--- config.mk ---
export PLATFORM = sky130hd
export DESIGN_NAME = pixel_clock_tx
export DESIGN_NICKNAME = d
export VERILOG_FILES = /design/src/rtl/pixel_clock_tx.sv
export SDC_FILE = /design/constraint.sdc
export NUM_CORES = 1
export LEC_CHECK = 0
export CAP_MARGIN = 20
export CORE_MARGIN = 4
export CORE_UTILIZATION = 54
export DETAILED_ROUTE_END_ITERATION = 10
export MAX_ROUTING_LAYER = met4
export PLACE_DENSITY = 0.9
export SLEW_MARGIN = 10
export SYNTH_ARGS = -nofsm -noshare
export SYNTH_HDL_FRONTEND = slang
export SYNTH_SLANG_ARGS = --single-unit
--- constraint.sdc ---
create_clock -name pixelClockX6 -period 3.1 [get_ports pixelClockX6]
set_input_delay 0.93 -clock pixelClockX6 [delete_from_list [all_inputs] [get_ports pixelClockX6]]
set_output_delay 0.93 -clock pixelClockX6 [all_outputs]
set_load 0.1 [all_outputs]
--- src/rtl/pixel_clock_tx.sv ---
// Transmit-side pixel clock regenerator: divides the x6 system clock down to a pixel clock
// and launches buffered pixel words so they are stable around each regenerated rising edge.
module pixel_clock_tx #(
    parameter int unsigned           DATA_WIDTH      = 8,
    parameter int unsigned           FIFO_DEPTH      = 4,
    parameter int unsigned           CLK_HIGH_PHASES = 3,
    parameter int unsigned           LAUNCH_PHASE    = 3,
    parameter logic [DATA_WIDTH-1:0] BLANK_VALUE     = '0
) (
    input  logic                          pixelClockX6,
    input  logic                          reset,
    input  logic                          enable,
    input  logic [DATA_WIDTH-1:0]         pixelData,
    input  logic                          pixelValid,
    output logic                          pixelReady,
    output logic                          pixelClockOut,
    output logic [DATA_WIDTH-1:0]         pixelDataOut,
    output logic [2:0]                    pixelClockPhase,
    output logic                          underflow,
    input  logic                          underflowClear,
    output logic [$clog2(FIFO_DEPTH):0]   fifoLevel
);

    localparam int unsigned PtrW = $clog2(FIFO_DEPTH);
    localparam int unsigned LvlW = PtrW + 1;

    localparam logic [LvlW-1:0] LvlFull   = LvlW'(FIFO_DEPTH);
    localparam logic [LvlW-1:0] LvlHalf   = LvlW'(FIFO_DEPTH / 2);
    localparam logic [2:0]      PhaseLast = 3'd5;
    localparam logic [2:0]      HighPh    = 3'(CLK_HIGH_PHASES);
    localparam logic [2:0]      LaunchPh  = 3'(LAUNCH_PHASE - 1);

    typedef enum logic [1:0] {
        StIdle,
        StPrime,
        StRun
    } state_e;

    state_e                  state_q, state_d;
    logic [2:0]              phase_q, phase_d;
    logic                    clk_q, clk_d;
    logic [DATA_WIDTH-1:0]   data_q, data_d;
    logic                    uf_q, uf_d;
    logic [PtrW-1:0]         wptr_q, wptr_d;
    logic [PtrW-1:0]         rptr_q, rptr_d;
    logic [LvlW-1:0]         level_q, level_d;
    logic [DATA_WIDTH-1:0]   mem_q [FIFO_DEPTH];
    logic [DATA_WIDTH-1:0]   mem_d [FIFO_DEPTH];

    logic wrap;
    logic launch;
    logic push;
    logic pop;
    logic uf_set;

    assign pixelReady      = (level_q != LvlFull);
    assign pixelClockOut   = clk_q;
    assign pixelDataOut    = data_q;
    assign pixelClockPhase = phase_q;
    assign underflow       = uf_q;
    assign fifoLevel       = level_q;

    always_comb begin
        wrap    = (phase_q == PhaseLast);
        launch  = (phase_q == LaunchPh);
        phase_d = wrap ? 3'd0 : phase_q + 3'd1;
        push    = pixelValid && pixelReady;

        state_d = state_q;
        clk_d   = 1'b0;
        data_d  = data_q;
        pop     = 1'b0;
        uf_set  = 1'b0;

        unique case (state_q)
            StIdle: begin
                data_d = BLANK_VALUE;
                if (enable) begin
                    state_d = StPrime;
                end
            end
            StPrime: begin
                data_d = BLANK_VALUE;
                if (!enable) begin
                    state_d = StIdle;
                end else if (wrap && (level_q >= LvlHalf)) begin
                    // Rise together with the phase wrap so the first high cycle is phase 0.
                    state_d = StRun;
                    clk_d   = 1'b1;
                end
            end
            StRun: begin
                clk_d = (phase_d < HighPh);
                if (launch) begin
                    if (level_q != '0) begin
                        pop    = 1'b1;
                        data_d = mem_q[rptr_q];
                    end else begin
                        data_d = BLANK_VALUE;
                        uf_set = 1'b1;
                    end
                end
                // Stop only at a period boundary so the last clock pulse is never truncated.
                if (!enable && wrap) begin
                    state_d = StIdle;
                    clk_d   = 1'b0;
                    data_d  = BLANK_VALUE;
                end
            end
            default: begin
                state_d = StIdle;
                data_d  = BLANK_VALUE;
            end
        endcase

        uf_d = uf_set | (uf_q & ~underflowClear);
    end

    always_comb begin
        mem_d  = mem_q;
        wptr_d = wptr_q;
        rptr_d = rptr_q;
        if (push) begin
            mem_d[wptr_q] = pixelData;
            wptr_d        = wptr_q + PtrW'(1);
        end
        if (pop) begin
            rptr_d = rptr_q + PtrW'(1);
        end
        unique case ({push, pop})
            2'b10:   level_d = level_q + LvlW'(1);
            2'b01:   level_d = level_q - LvlW'(1);
            default: level_d = level_q;
        endcase
    end

    always_ff @(posedge pixelClockX6) begin
        if (reset) begin
            state_q <= StIdle;
            phase_q <= 3'd0;
            clk_q   <= 1'b0;
            data_q  <= BLANK_VALUE;
            uf_q    <= 1'b0;
            wptr_q  <= '0;
            rptr_q  <= '0;
            level_q <= '0;
        end else begin
            state_q <= state_d;
            phase_q <= phase_d;
            clk_q   <= clk_d;
            data_q  <= data_d;
            uf_q    <= uf_d;
            wptr_q  <= wptr_d;
            rptr_q  <= rptr_d;
            level_q <= level_d;
        end
    end

    // Storage needs no reset: the level and pointers alone define what is valid.
    always_ff @(posedge pixelClockX6) begin
        mem_q <= mem_d;
    end

endmodule

* Word-level counts from Yosys, hierarchy flattened *
Cells that the tools add are included.

word-level totals
  bits in registers = 54
  bits in latches = 0
  bits in writable memories = 0
  memory bits (read-only) = 0
  input port bits = 13
  output and inout bits = 17
  word-level logic and storage cells = 72
  memories kept = 0

cells by class
  $add $sub $neg = 5
  $mul = 0
  divide/modulo/power cells = 0
  order comparisons = 5
  equality and inequality tests = 10
  shift operators = 0
  multiplexer cells = 24
  bitwise logic cells = 6
  reduce and logical (&&, ||, !) cells = 10

operator list
  kind                                                                                 count
  32-bit bitwise mux                                                                   1
  8-bit two-way mux                                                                    4
  8-bit binary-select mux with 2-bit select                                            1
  8-bit demux with 2-bit select                                                        1
  1-bit two-way mux                                                                    9
  2-bit two-way mux                                                                    4
  3-bit by 1-bit adder with 3-bit output, second input constant                        2
  3-bit greater-or-equal comparator, second input constant                             2
  3-bit inequality test, second input constant                                         2
  2-bit inverter with 3-bit output                                                     2
  2-bit one-hot mux with 3 select lines                                                1
  3-bit one-hot mux with 2 select lines                                                1
  2-bit by 1-bit adder with 2-bit output, second input constant                        2
  2-bit by 1-bit == test with 1-bit output, second input constant                      2
  2-bit == test, second input constant                                                 2
  1-bit logical AND                                                                    4
  2-bit inequality test, second input constant                                         2
  3-bit by 2-bit == test with 1-bit output, second input constant                      1
  3-bit == test, second input constant                                                 1
  3-bit by 2-bit greater-or-equal comparator with 1-bit output, second input constant  1
  3-bit by 1-bit less-than comparator with 1-bit output, second input constant         1
  3-bit by 2-bit less-than comparator with 1-bit output, second input constant         1
  3-bit two-way mux                                                                    1
  3-bit AND reduction                                                                  1
  other kinds (10)                                                                     11

* Depth between registers and ports, before layout *
  word-level depth = 6
  mapped depth = 9
  gate-level depth less buffers = 9

* Worst setup path after synthesis *
No wires, ideal clock.

  path type = register -> register
  start = register level_q[2], in the netlist fifoLevel[2]
  end = register level_q[2], in the netlist fifoLevel[2]
  arrival = 3.426 ns
  slack = -0.396 ns
  stages on the path, launching flop included = 10
  period minus slack after synthesis = 3.496 ns
  cell sequence = dfxtp_1 -> or3b_1 -> and2_1 -> inv_1 -> ha_1 -> inv_1 -> fa_1 -> xor2_1 -> or3_1 -> a21oi_1

RTL lines
  item                                                                                line  text
  from (decl)                                                                         46    logic [LvlW-1:0] level_q, level_d;
  from (signal assigned)                                                              155   level_q <= level_d;
  3-bit inequality test *                                                             56    assign pixelReady = (level_q != LvlFull);
  via pixelReady                                                                      15    output logic pixelReady,
  1-bit logical AND *                                                                 67    push = pixelValid && pixelReady;
  2-bit by 1-bit == test with 1-bit output / 2-bit == test (equally long branches)    130   unique case ({push, pop})
  3-bit one-hot mux with 2 select lines / 2-bit nonzero test (equally long branches)  -

The timed path passes the listed nets; every way through them passes the cells marked *.
A chain may end at the register's enable or synchronous reset.

* Final worst setup path *
  start = input port pixelValid
  end = register level_q[2], in the netlist fifoLevel[2]

between the ends
  longest elaborated chain between the ends = 3

ends and longest elaborated chain
  item                                                                                line  text
  from (decl)                                                                         14    input logic pixelValid,
  1-bit logical AND *                                                                 67
  2-bit by 1-bit == test with 1-bit output / 2-bit == test (equally long branches)    130
  3-bit one-hot mux with 2 select lines / 2-bit nonzero test (equally long branches)  -

Mark *: on every way between the ends. The rest lies on a longest branch, timed or not.

==> impl_metrics.py <==
metrics = {
    "timing": {
        "slew_headroom": 0.5714,
        "drv_slew": 0,
        "fin_crit_sh": 0.8705,
        "fin_worst_skew_ns": 0.01007,
        "hold_violations": 0,
        "worstMarginPinSlew_ns": 0.6420,
        "rsz0062_at_grt": "false",
        "setup-violations-final": 0,
        "holdWs_ns": 0.5036,
        "final.setup.worst_slack_ns": 0.4016,
        "max_freq_mhz": 370.6,
        "period_needed_ns": 2.698,
        "setup_tns_ns": 0,
    },
    "global_route": {
        "grt_pass1_vias": 1353,
        "grt_max_degree": 17,
        "grt_pass1_wl_um": 6720,
        "antenna_found_initial": 0,
        "grt_usage": 0.1758,
        "overflow": 0,
    },
    "yosys": {
        "synth_nets": 178,
        "yosysSeqAreaShare": 0.6240,
        "yosysMostFrequentCell": "edfxtp_1",
        "synth_top_cell_area_share": 0.4279,
        "netlist_instances": 156,
        "synth_edf_count": 32,
        "ys_top_cells_by_area": "edfxtp_1, dfxtp_1, mux4_2",
        "synth-seq-cells": 54,
        "ys.warnings.count": 0,
        "async_flop_share": 0,
        "synth_area_um2": 2246,
        "synth_ff_type": "edfxtp_1",
        "ys_types": 33,
        "ys_top_cells_by_count": "edfxtp_1, dfxtp_1, nor2_1",
        "synth_top_area_cell": "edfxtp_1",
        "postSynthAreaPerCell_um2": 14.40,
    },
    "finish": {
        "drive_above_1_share": 0.2086,
        "diodes": 0,
        "final_core_util": 0.6519,
        "final_nets": 208,
        "fin_area_um2": 2608,
        "area_growth_syn_to_layout_pct": 16.10,
    },
    "die": {
        "initial_core_util": 0.5615,
        "die_h_um": 72.49,
        "ios": 30,
        "core-area_um2": 4000,
        "die_area_um2": 5255,
        "placementRows": 23,
        "dieWidth_um": 72.49,
    },
    "route": {
        "wire_per_inst_um": 17.48,
        "drtIter0Drc": 78,
        "drc": 0,
        "wl_um": 4143,
        "num_vias": 1376,
        "vias_per_cell": 5.806,
        "drt_pass1_iterations": 4,
        "antenna_left": 0,
    },
    "placed_design": {
        "hpwl_um": 2962,
        "gp_congestion": 0.7708,
        "post-place-ws_ns": 0.1010,
        "io_buffers": 29,
        "dpl_cell_area_um2": 2499,
    },
    "power_and_ir_drop": {
        "power.density_nw_per_um2": 543.9,
        "power_leakage_nw": 0.9575,
        "ir_worst_vdd_v": 0.0003130,
    },
    "worst_setup_path": {
        "arrival_ns": 2.92,
        "critical_path.startpoint": "pixelValid",
        "crit_path_max_fanout": 5,
        "rr_endpoint": "fifoLevel[2]$_SDFFE_PP0P_",
        "ff2ff_path_depth": 8,
        "reg2reg_slack_ns": 0.68,
        "critPathCapture": "fifoLevel[2]$_SDFFE_PP0P_",
        "cp-end-kind": "register",
        "critPathKind": "input pin to register",
        "required_ns": 3.33,
        "worstSetupStartpointType": "input pin",
        "reg2reg_from": "pixelClockPhase[1]$_SDFF_PP0_",
    },
    "cts": {
        "post_cts_resized": 0,
        "postCtsSetupRepairBufs": 0,
        "h-tree-depth": 2,
        "cts_hold_buf": 0,
        "root_buffer": "clkbuf_8",
        "clkLatencyLatePin_ns": 0.30,
        "cts_tree": "built",
        "cts_num_sinks": 54,
        "cts_made_buffers": 5,
        "clkTransAtPathRegs_ns": 0.09,
        "clockBufferDepth": 2,
    },
    "run_status": {
        "status": "completed",
    },
    "job": {
        "drv_cap": 0,
    },
    "min_path": {
        "hold_class": "register to register",
    },
}
-- state kept, by name, indices dropped and copies added (netlist names) --
| register | count |
|---|---|
| mem_q | 32 |
| pixelDataOut | 8 |
| fifoLevel | 3 |
| pixelClockPhase | 3 |
| rptr_q | 2 |
| state_q | 2 |
| wptr_q | 2 |
| pixelClockOut | 1 |
| underflow | 1 |
-- per-layer routing --
layer | GRT usage | part of all wire
met1 | 0.2050 | 0.41
met2 | 0.3023 | 0.53
met3 | 0.04155 | 0.041
met4 | 0.05328 | 0.011
met5 | - | 0
-- layout make-up --
cell class	instances	area (um^2)
sequential	54	1403
fill	277	1393
multi-input combinational	83	733.2
timing repair buffer	30	255.2
clock buffer	5	68.82
tap	50	62.56
inverter	12	45.04
clock inverter	3	40.04
-- worst min path at each step --
stage | start | end | depth (start not counted)
finish | underflow$_SDFF_PP0_ | underflow$_SDFF_PP0_ | 2
global route | pixelDataOut[0]$_SDFFE_PP0N_ | pixelDataOut[0]$_SDFFE_PP0N_ | 1
CTS | pixelDataOut[3]$_SDFFE_PP0N_ | pixelDataOut[3]$_SDFFE_PP0N_ | 1
detailed placement | pixelDataOut[3]$_SDFFE_PP0N_ | pixelDataOut[3]$_SDFFE_PP0N_ | 1
global placement | underflow$_SDFF_PP0_ | underflow$_SDFF_PP0_ | 2
floorplan | wptr_q[1]$_SDFFE_PP0P_ | wptr_q[1]$_SDFFE_PP0P_ | 2
-- worst max-delay path, stage by stage --
cell             delay [ns]
clkdlybuf4s50_1        0.46
and2_1                 0.20
inv_1                  0.08
ha_1                   0.17
inv_1                  0.06
fa_1                   0.38
xor2_1                 0.16
or3_1                  0.30
a21oi_1                0.16
-- cell families (layout without fill, tap and decap cells) --
family                   Yosys count  count (layout)  synth area share
flip-flops                        54              54            0.6240
AND/OR/NAND/NOR                   35              35           0.08636
AO/OA/AOI/OAI                     25              25           0.08133
buffers and inverters             19              50           0.05070
adder cells (fa/ha/maj)            9               9           0.05348
multiplexers                       9               9           0.08468
XOR/XNOR                           5               5           0.01950
-- report_power, final --
part / internal [W] / total [W] / switching (W)
Sequential: 0.000790 / 0.000807 / 0.0000176
Clock: 0.000238 / 0.000460 / 0.000222
Combinational: 0.0000534 / 0.000151 / 0.0000974
Total: 0.00108 / 0.00142 / 0.000337
-- placed cells by master (no fill, tap or decap), types with 2 or more instances in the layout --
| cell type | count |
|---|---|
| edfxtp_1 | 32 |
| dfxtp_1 | 21 |
| buf_4 | 18 |
| nor2_1 | 13 |
| inv_1 | 12 |
| clkdlybuf4s50_1 | 12 |
| mux4_2 | 8 |
| a32o_1 | 8 |
| ha_1 | 8 |
| a21oi_1 | 7 |
| and3_1 | 5 |
| clkbuf_8 | 5 |
| xor2_1 | 3 |
| nand2_1 | 3 |
| a31oi_1 | 3 |
| o21ai_0 | 3 |
| or3_1 | 2 |
| nor3b_1 | 2 |
| xnor2_1 | 2 |
| a211oi_1 | 2 |
| nor3_1 | 2 |
| clkinv_2 | 2 |
-- per-stage QoR --
stage,total power [W],cells
2_1_floorplan,0.0009241,156
3_3_place_gp,0.0009630,229
6_report,0.001418,237
3_5_place_dp,0.0009746,229
4_1_cts,0.001420,237
5_1_grt,0.001471,237
(Power assumes the default switching activity.)
